<file path="src/rtl/apb4_slave_mux.sv">
`default_nettype none
// ============================================================================
// Module   : apb4_slave_mux
// Purpose  : APB4 slave multiplexer downstream of the multi-AHB-to-APB bridge.
//            Decodes the upstream PADDR into one of NUM_APB equal-size slots,
//            re-times the transfer onto a registered one-hot PSELX bus and
//            returns the selected slave's response upstream. It flags
//            unmapped accesses and, optionally, aborts hung slaves.
// Revision : 1.0 - initial release
// ----------------------------------------------------------------------------
// Parameters:
//   NUM_APB   - number of downstream APB4 slaves
//   BASE_ADDR - address of slot 0
//   SLOT_LOG2 - log2 of slot size in bytes
//   TIMEOUT   - max ACCESS wait cycles before abort (timeout build only)
// Ports:
//   HCLK, HRESETn              - clock, asynchronous active-low reset
//   PADDR/PWDATA/PWRITE/PSEL/
//   PENABLE/PSTRB              - upstream APB4 request
//   PRDATA/PREADY/PSLVERROR    - upstream APB4 response (registered)
//   PSELX                      - one-hot downstream slave select
//   PENABLE_S/PWRITE_S/PADDR_S/
//   PWDATA_S/PSTRB_S           - shared downstream request
//   PRDATA_S/PREADY_S/PSLVERR_S- per-slave downstream response
//   decode_err                 - one-cycle pulse on unmapped access
//   timeout                    - one-cycle pulse on aborted access
// Configuration macro:
//   APB_MUX_TIMEOUT_EN - when defined, ACCESS is aborted after TIMEOUT
//                        wait cycles; otherwise ACCESS waits indefinitely
//                        and timeout is tied low.
// ============================================================================
module apb4_slave_mux #(
    parameter int unsigned NUM_APB   = 4,
    parameter logic [31:0] BASE_ADDR = 32'h4000_0000,
    parameter int unsigned SLOT_LOG2 = 12,
    parameter int unsigned TIMEOUT   = 16
) (
    input  logic                HCLK,
    input  logic                HRESETn,
    // upstream APB4 slave port
    input  logic [31:0]         PADDR,
    input  logic [31:0]         PWDATA,
    input  logic                PWRITE,
    input  logic                PSEL,
    input  logic                PENABLE,
    input  logic [3:0]          PSTRB,
    output logic [31:0]         PRDATA,
    output logic                PREADY,
    output logic                PSLVERROR,
    // downstream APB4 master port
    output logic [NUM_APB-1:0]  PSELX,
    output logic                PENABLE_S,
    output logic                PWRITE_S,
    output logic [31:0]         PADDR_S,
    output logic [31:0]         PWDATA_S,
    output logic [3:0]          PSTRB_S,
    input  logic [31:0]         PRDATA_S [NUM_APB],
    input  logic [NUM_APB-1:0]  PREADY_S,
    input  logic [NUM_APB-1:0]  PSLVERR_S,
    // status
    output logic                decode_err,
    output logic                timeout
);

    localparam int unsigned IDX_W = (NUM_APB > 1) ? $clog2(NUM_APB) : 1;

    typedef enum logic [1:0] {
        ST_IDLE   = 2'd0,
        ST_SETUP  = 2'd1,
        ST_ACCESS = 2'd2,
        ST_RESP   = 2'd3
    } state_t;

    state_t               state_q;
    logic [IDX_W-1:0]     idx_q;
    logic [NUM_APB-1:0]   pselx_q;
    logic                 penable_q;
    logic                 pwrite_q;
    logic [31:0]          paddr_q;
    logic [31:0]          pwdata_q;
    logic [3:0]           pstrb_q;
    logic [31:0]          prdata_q;
    logic                 pready_q;
    logic                 pslverr_q;
    logic                 decode_err_q;

    // ------------------------------------------------------------------
    // Address decode of the live upstream request (used only in IDLE).
    // The subtraction wraps for addresses below BASE_ADDR, so the
    // explicit below-base test is needed in addition to the slot range.
    // ------------------------------------------------------------------
    logic [31:0]          addr_off_d;
    logic [31:0]          slot_d;
    logic                 map_err_d;
    logic [IDX_W-1:0]     idx_d;
    logic [NUM_APB-1:0]   sel_onehot_d;

    assign addr_off_d = PADDR - BASE_ADDR;
    assign slot_d     = addr_off_d >> SLOT_LOG2;
    assign map_err_d  = (PADDR < BASE_ADDR) || (slot_d >= 32'(NUM_APB));
    assign idx_d      = slot_d[IDX_W-1:0];

    for (genvar gi = 0; gi < NUM_APB; gi++) begin : g_sel
        assign sel_onehot_d[gi] = (idx_d == IDX_W'(gi));
    end

    // Response of the currently addressed slave; others are ignored.
    logic                 sel_ready;
    logic                 sel_err;
    logic [31:0]          sel_rdata;

    assign sel_ready = PREADY_S[idx_q];
    assign sel_err   = PSLVERR_S[idx_q];
    assign sel_rdata = PRDATA_S[idx_q];

`ifdef APB_MUX_TIMEOUT_EN
    localparam int unsigned CNT_W = $clog2(TIMEOUT + 1);

    logic [CNT_W-1:0]     tmo_cnt_q;
    logic                 timeout_q;
    logic                 tmo_hit;

    // This wait cycle's increment would make the count reach TIMEOUT.
    assign tmo_hit = (tmo_cnt_q == CNT_W'(TIMEOUT - 1));
`endif

    // ------------------------------------------------------------------
    // Transfer FSM. Every output is a register written here; the response
    // flags default low so they form single-cycle pulses in RESP.
    // ------------------------------------------------------------------
    always_ff @(posedge HCLK or negedge HRESETn) begin
        if (!HRESETn) begin
            state_q      <= ST_IDLE;
            idx_q        <= '0;
            pselx_q      <= '0;
            penable_q    <= 1'b0;
            pwrite_q     <= 1'b0;
            paddr_q      <= '0;
            pwdata_q     <= '0;
            pstrb_q      <= '0;
            prdata_q     <= '0;
            pready_q     <= 1'b0;
            pslverr_q    <= 1'b0;
            decode_err_q <= 1'b0;
`ifdef APB_MUX_TIMEOUT_EN
            tmo_cnt_q    <= '0;
            timeout_q    <= 1'b0;
`endif
        end else begin
            prdata_q     <= '0;
            pready_q     <= 1'b0;
            pslverr_q    <= 1'b0;
            decode_err_q <= 1'b0;
`ifdef APB_MUX_TIMEOUT_EN
            timeout_q    <= 1'b0;
`endif
            case (state_q)
                ST_IDLE: begin
                    if (PSEL && !PENABLE) begin
                        paddr_q  <= PADDR;
                        pwdata_q <= PWDATA;
                        pwrite_q <= PWRITE;
                        // Strobes are meaningless on reads; keep them quiet.
                        pstrb_q  <= PWRITE ? PSTRB : 4'b0000;
                        if (map_err_d) begin
                            pready_q     <= 1'b1;
                            pslverr_q    <= 1'b1;
                            decode_err_q <= 1'b1;
                            state_q      <= ST_RESP;
                        end else begin
                            idx_q   <= idx_d;
                            pselx_q <= sel_onehot_d;
                            state_q <= ST_SETUP;
                        end
                    end
                end

                ST_SETUP: begin
                    penable_q <= 1'b1;
`ifdef APB_MUX_TIMEOUT_EN
                    tmo_cnt_q <= '0;
`endif
                    state_q   <= ST_ACCESS;
                end

                ST_ACCESS: begin
                    // Normal completion takes priority over an abort in
                    // the same cycle.
                    if (sel_ready) begin
                        pselx_q   <= '0;
                        penable_q <= 1'b0;
                        pready_q  <= 1'b1;
                        pslverr_q <= sel_err;
                        prdata_q  <= pwrite_q ? 32'h0 : sel_rdata;
                        state_q   <= ST_RESP;
                    end
`ifdef APB_MUX_TIMEOUT_EN
                    else if (tmo_hit) begin
                        pselx_q   <= '0;
                        penable_q <= 1'b0;
                        pready_q  <= 1'b1;
                        pslverr_q <= 1'b1;
                        timeout_q <= 1'b1;
                        state_q   <= ST_RESP;
                    end else begin
                        tmo_cnt_q <= tmo_cnt_q + 1'b1;
                    end
`endif
                end

                ST_RESP: begin
                    state_q <= ST_IDLE;
                end

                default: begin
                    state_q <= ST_IDLE;
                end
            endcase
        end
    end

    assign PSELX      = pselx_q;
    assign PENABLE_S  = penable_q;
    assign PWRITE_S   = pwrite_q;
    assign PADDR_S    = paddr_q;
    assign PWDATA_S   = pwdata_q;
    assign PSTRB_S    = pstrb_q;
    assign PRDATA     = prdata_q;
    assign PREADY     = pready_q;
    assign PSLVERROR  = pslverr_q;
    assign decode_err = decode_err_q;
`ifdef APB_MUX_TIMEOUT_EN
    assign timeout    = timeout_q;
`else
    assign timeout    = 1'b0;
`endif

endmodule
`default_nettype wire

</file>
<file path="config.mk">
export PLATFORM = sky130hd
export DESIGN_NAME = apb4_slave_mux
export DESIGN_NICKNAME = d
export VERILOG_FILES = /design/src/rtl/apb4_slave_mux.sv
export SDC_FILE = /design/constraint.sdc
export NUM_CORES = 1
export LEC_CHECK = 0
export ABC_AREA = 1
export BUFFER_PORTS_ARGS = -buffer_cell sky130_fd_sc_hd__buf_2
export CAP_MARGIN = 0
export CELL_PAD_IN_SITES_DETAIL_PLACEMENT = 1
export CELL_PAD_IN_SITES_GLOBAL_PLACEMENT = 1
export CORE_UTILIZATION = 33
export DETAILED_ROUTE_END_ITERATION = 10
export PLACE_DENSITY_LB_ADDON = 0.1
export SETUP_SLACK_MARGIN = 0.3
export SLEW_MARGIN = 20
export SYNTH_ARGS = -nofsm -noshare
export SYNTH_HDL_FRONTEND = slang
export SYNTH_SLANG_ARGS = --single-unit
</file>
<file path="constraint.sdc">
create_clock -name HCLK -period 2.6 [get_ports HCLK]
set_clock_uncertainty 0.2 [all_clocks]
set_input_delay 0 -clock HCLK [delete_from_list [all_inputs] [get_ports HCLK]]
set_output_delay 0 -clock HCLK [all_outputs]
set_load 0.1 [all_outputs]
</file>
Word-level counts from Yosys, hierarchy flattened
Cells that the tools add are included.
W data, S select, Z words.
{ "word_totals": {"word_cells": 68, "input_bits": 209, "regBits": 113, "output_inout_bits": 110} }
{ "op_classes": {"bitwise": 2, "addsub": 1, "reduce_logical": 12, "order_cmp": 4, "eq_ne": 9, "n_mux": 28} }
{ "ops": {"columns": ["cell", "n"], "rows": [
  ["$mux W32", 5],
  ["$bmux W32 S2", 1],
  ["$lt A32 B31 Y1 const B", 1],
  ["$sub A32 B31 Y32 const B", 1],
  ["$ge A20 B3 Y1 const B", 1],
  ["$mux W4", 4],
  ["$eq A2 B2 Y1 const B", 4],
  ["$mux W1", 8],
  ["$pmux W2 S4", 1],
  ["$pmux W4 S2", 1],
  ["$mux W2", 3],
  ["$ne A2 B2 Y1 const B", 3],
  ["$pmux W1 S2", 3],
  ["$reduce_and A2 Y1", 3],
  ["$bmux W1 S2", 2],
  ["$eq A2 B1 Y1 const B", 2],
  ["$logic_not A2 Y1", 2],
  ["$reduce_and A4 Y1", 1],
  ["$reduce_bool A2 Y1", 2],
  ["$ge A3 B3 Y1 const B", 1],
  ["$lt A2 B3 Y1 const B", 1],
  ["$not A2 Y3", 1],
  ["$reduce_and A3 Y1", 1],
  ["$logic_and A1 B1 Y1", 1],
  ["other kinds (3)", 3]
]} }

Logic depth before layout (Yosys ltp)
{ "depth": {"ltp_word": 7, "depth_mapped": 11, "ltp_nobuf": 10} }

Worst setup path after synthesis
Ideal clock, no wire load.
{ "synth_timing": {"path_kind": "flip-flop to flip-flop", "start": "reg pwrite_q (netlist: PWRITE_S)", "end": "reg prdata_q[10] (netlist: PRDATA[10])", "path_buffers": 1, "path_stages_with_launch": 5, "path_slack_ns": 0.833, "period_less_slack_ns": 1.767, "required_ns": 2.274, "t_arrival_ns": 1.440, "setup_ns": 0.126, "path_cell_list": "dfrtp_1 > inv_1 > nand2_4 > buf_6 > a211oi_2"} }
{ "synth_via": {"elab_chain_cells": 3} }
{ "synth_lines": {"columns": ["element", "line", "text"], "rows": [
  ["start, declared", "78", "logic pwrite_q;"],
  ["start signal, assigned", "137", "pwrite_q <= 1'b0;"],
  ["start signal, assigned", "162", "pwrite_q <= PWRITE;"],
  ["$mux W32", "194", "prdata_q <= pwrite_q ? 32'h0 : sel_rdata;"],
  ["$mux W32", "189", "if (sel_ready) begin"],
  ["$mux W32", "157", "case (state_q)"],
  ["end signal, assigned", "194", null],
  ["end, declared", "82", "logic [31:0] prdata_q;"]
]} }
No other way between the ends.
A chain may end at the register's enable or synchronous reset.

Final worst setup path
{ "layout_timing": {"start": "reg idx_q[0]", "end": "reg state_q[1]"} }
{ "layout_via": {"elab_chain_cells": 4} }
{ "layout_lines": {"columns": ["element", "line", "text"], "rows": [
  ["start, declared", "75", "logic [IDX_W-1:0] idx_q;"],
  ["start signal, assigned", "171", "idx_q <= idx_d;"],
  ["$bmux W1 S2", "112", "assign sel_ready = PREADY_S[idx_q];"],
  ["$mux W1 (not written as such)", "112", null],
  ["$ne A2 B2 Y1 (no source line)", null, null],
  ["$reduce_and A2 Y1 (no source line)", null, null],
  ["end signal, assigned", "133", "state_q <= ST_IDLE;"],
  ["end signal, assigned", "169", "state_q <= ST_RESP;"],
  ["end signal, assigned", "173", "state_q <= ST_SETUP;"],
  ["end, declared", "74", "state_t state_q;"]
]} }
No other way between the ends. The select of a mux whose other input is x is not followed.

==> impl_results.md <==
- Status: finished, violations left
- Failing checks: negative hold slack
- I/O pin count: 319
- Vias per cell: 4.85
- Routed via count: 6760
- Worst stage delay on the critical path: 570 ps
- Syn_nets: 856
- First DRT Iteration DRCs: 295
- Rows: 46
- Inserted Clock Buffers: 17
- Crit Path Class: flop to flop
- Design Area, Final: 9890 µm²
- Die H: 130 µm
- Max Slew Vio Count: 0
- Warnings from Yosys: 0
- Worst-skew pair later-pin latency: 410 ps
- Drt wl/cell: 18.8 µm
- Distinct cells, synth: 27
- Worst-path fanout max: 13
- Hold Path End: decode_err
- Yosys top cell area share: 52.4%
- Core ar.: 15900 µm²
- Register bit total from synthesis: 113
- Largest net degree at the start of global routing: 59
- Nets: 1373
- Syn Area/Cell: 8.37 µm²
- Fin Setup TNS: 0 ps
- Die X: 130 µm
- First-pass GRT wire length: 39100 µm
- Most common cell after layout, fill and taps aside: buf_2
- Power Dens Cells: 1210 nW/µm²
- Hold path startpoint: PENABLE
- Fin util: 62.0%
- Area Growth Syn to Fin: 83.3%
- RR Startpoint: idx_q[0]
- Leak: 5.50 nW
- Clk sink count: 113
- DRT Pass-1 Iters: 4
- DRC: 0
- HPWL after DPL: 14000 µm
- CP most frequent cell: nand2_1
- Htree depth: 4
- Gr ovfl total: 0
- Routed wire length: 26200 µm
- Share of cells above drive strength 1: 34.2%
- Slew @ Worst Pin: 599 ps
- Crit. End Element: flop
- IO buf count: 317
- Reg-to-Reg End: state_q[1]
- Cell Area, Synth: 5390 µm²
- Leading area contributor after synthesis: dfrtp_1
- RSZ-0062 raised after global routing: true
- Placed Area: 7120 µm²
- Register area share after synthesis: 52.4%
- Top delay family on crit path: buffers and inverters
- Fmax: 454 MHz
- Clock root buffer: clkbuf_16
- Crit-path cells: clkinv_2 -> nand2_1 -> nand3_2 -> nand2_1 -> nand2_1 -> nand2_2 -> dlygate4sd3_1 -> inv_1 -> nand2_1 -> nand2_1
- Global-route total usage across every layer: 30.9%
- Min cycle time layout: 2200 ps
- CTS max path bufs: 2
- CTS tree: yes
- Final Wtd Congestion: 0.784
- Vias in the first global route: 7622
- Critical Path Start Type: flop
- Hold Slack: -5.06 ps
- FF-to-FF path depth: 10
- Hold Crit Class: primary input to flop
- Period Utilization, post-route: 84.8%
- Initial antenna violation count: 4
- Fin. Hold Viols: 1
- Synthesized instance count: 644
- Arr. time, crit path: 2290 ps
- Hold depth: 5
- Reg2reg setup slack: 400 ps
- Buf+Inv Stages, Crit Path: 3
- Commonest non-fill, non-tap cells in the layout: buf_2, nand2_1, dlygate4sd3_1
- Relative slew slack: 60.0%
- Peak VDD IR: 887 µV
- Routed Antenna Nets: 0
- Die area: 16900 µm²
- CP required: 2690 ps
- Starting Density: 33.8%
- Endpoints failing setup: 0
- Reg clk slew, reported paths: 50 ps
- Max Cap Viol: 0
- Largest cells by area after synthesis: dfrtp_1, nand2_1, a211oi_2
- Crit-path slowest cell: dlygate4sd3_1
-- final cells by class --
cell class | instances | area [µm²]
repair buffers | 539 | 3840
inverters | 26 | 98.8
clock buffers | 21 | 450
flip-flops and latches | 113 | 2830
multi-input cells | 464 | 2230
fillers | 1921 | 6060
clock inverters | 10 | 159
well taps | 216 | 270
diodes | 5 | 12.5
-- flip-flops by register name (all words and copies together), names as in the netlist --
signal / count
PADDR_S: 32
PENABLE_S: 1
PRDATA: 32
PREADY: 1
PSELX: 4
PSLVERROR: 1
PSTRB_S: 4
PWDATA_S: 32
PWRITE_S: 1
decode_err: 1
idx_q: 2
state_q: 2
-- metal layers --
layer | vias to the layer above | GRT usage, % | share of wire [%]
met2 | 311 | 57.2 | 53
met5 | - | 0 | 0
li1 | 3102 | - | -
met1 | 3247 | 30.5 | 35
met4 | 0 | 18.8 | 5.1
met3 | 100 | 8.94 | 6.4
-- worst max path at each step --
stage                           from    endpoint  cells after the start
after floorplan             PWRITE_S  PRDATA[10]                      4
after global placement    state_q[0]  PADDR_S[5]                      8
after detailed placement  state_q[0]  PADDR_S[9]                      8
after CTS                   idx_q[0]  state_q[1]                     10
after global routing        idx_q[0]  state_q[1]                     10
final                       idx_q[0]  state_q[1]                     10
-- where the power goes --
part | internal, mW | switching (mW)
Sequential | 2.38 | 0.328
Combinational | 1.15 | 5.68
Clock | 1.62 | 0.836
-- cells in the mapped netlist, drive strengths merged --
| master | n |
|---|---|
| nand4 | 3 |
| o21bai | 1 |
| conb | 1 |
| ha | 3 |
| nand2 | 311 |
| nor3 | 5 |
| or2 | 1 |
| o21ai | 15 |
| nand3 | 16 |
| inv | 25 |
| nor3b | 1 |
| clkinv | 1 |
| a21oi | 66 |
| nor2 | 9 |
| a211oi | 32 |
| dfrtp | 113 |
| clkbuf | 4 |
| buf | 37 |
-- per-stage QoR --
step           cells  hold slack [ps]  total power [mW]  worst slack, ps
2_1_floorplan    644             -496              7.97              833
3_3_place_gp    1146             -164              9.03              590
3_5_place_dp    1146             -167              9.15              439
4_1_cts         1389             32.3              11.9              379
5_1_grt         1393             57.9              12.4              270
6_report        1394            -5.06              12.0              396
-- worst min-delay path, stage by stage --
cell	delay (ps)
buf_2	70
or2_1	190
inv_1	60
nand3_1	160
inv_1	70
-- timing repair --
item / 4_1_cts / 5_1_grt
hold buffers: 212 / 0
hold endpoints to repair: 224 / 0
endpoints found under the setup margin: 0 / 14
setup buffers: 0 / 0
resized for setup: 0 / 4
-- cells by family after synthesis --
kind of cell	after synthesis	synth area share, %
buffers and inverters	67	6.19
DFF	113	52.4
and+or+nand+nor	346	25.7
other	1	0.0695
adders and majority gates	3	0.696
AOI/OAI and AO/OA	114	14.9
No activity file was read; power rests on OpenSTA's default activity.
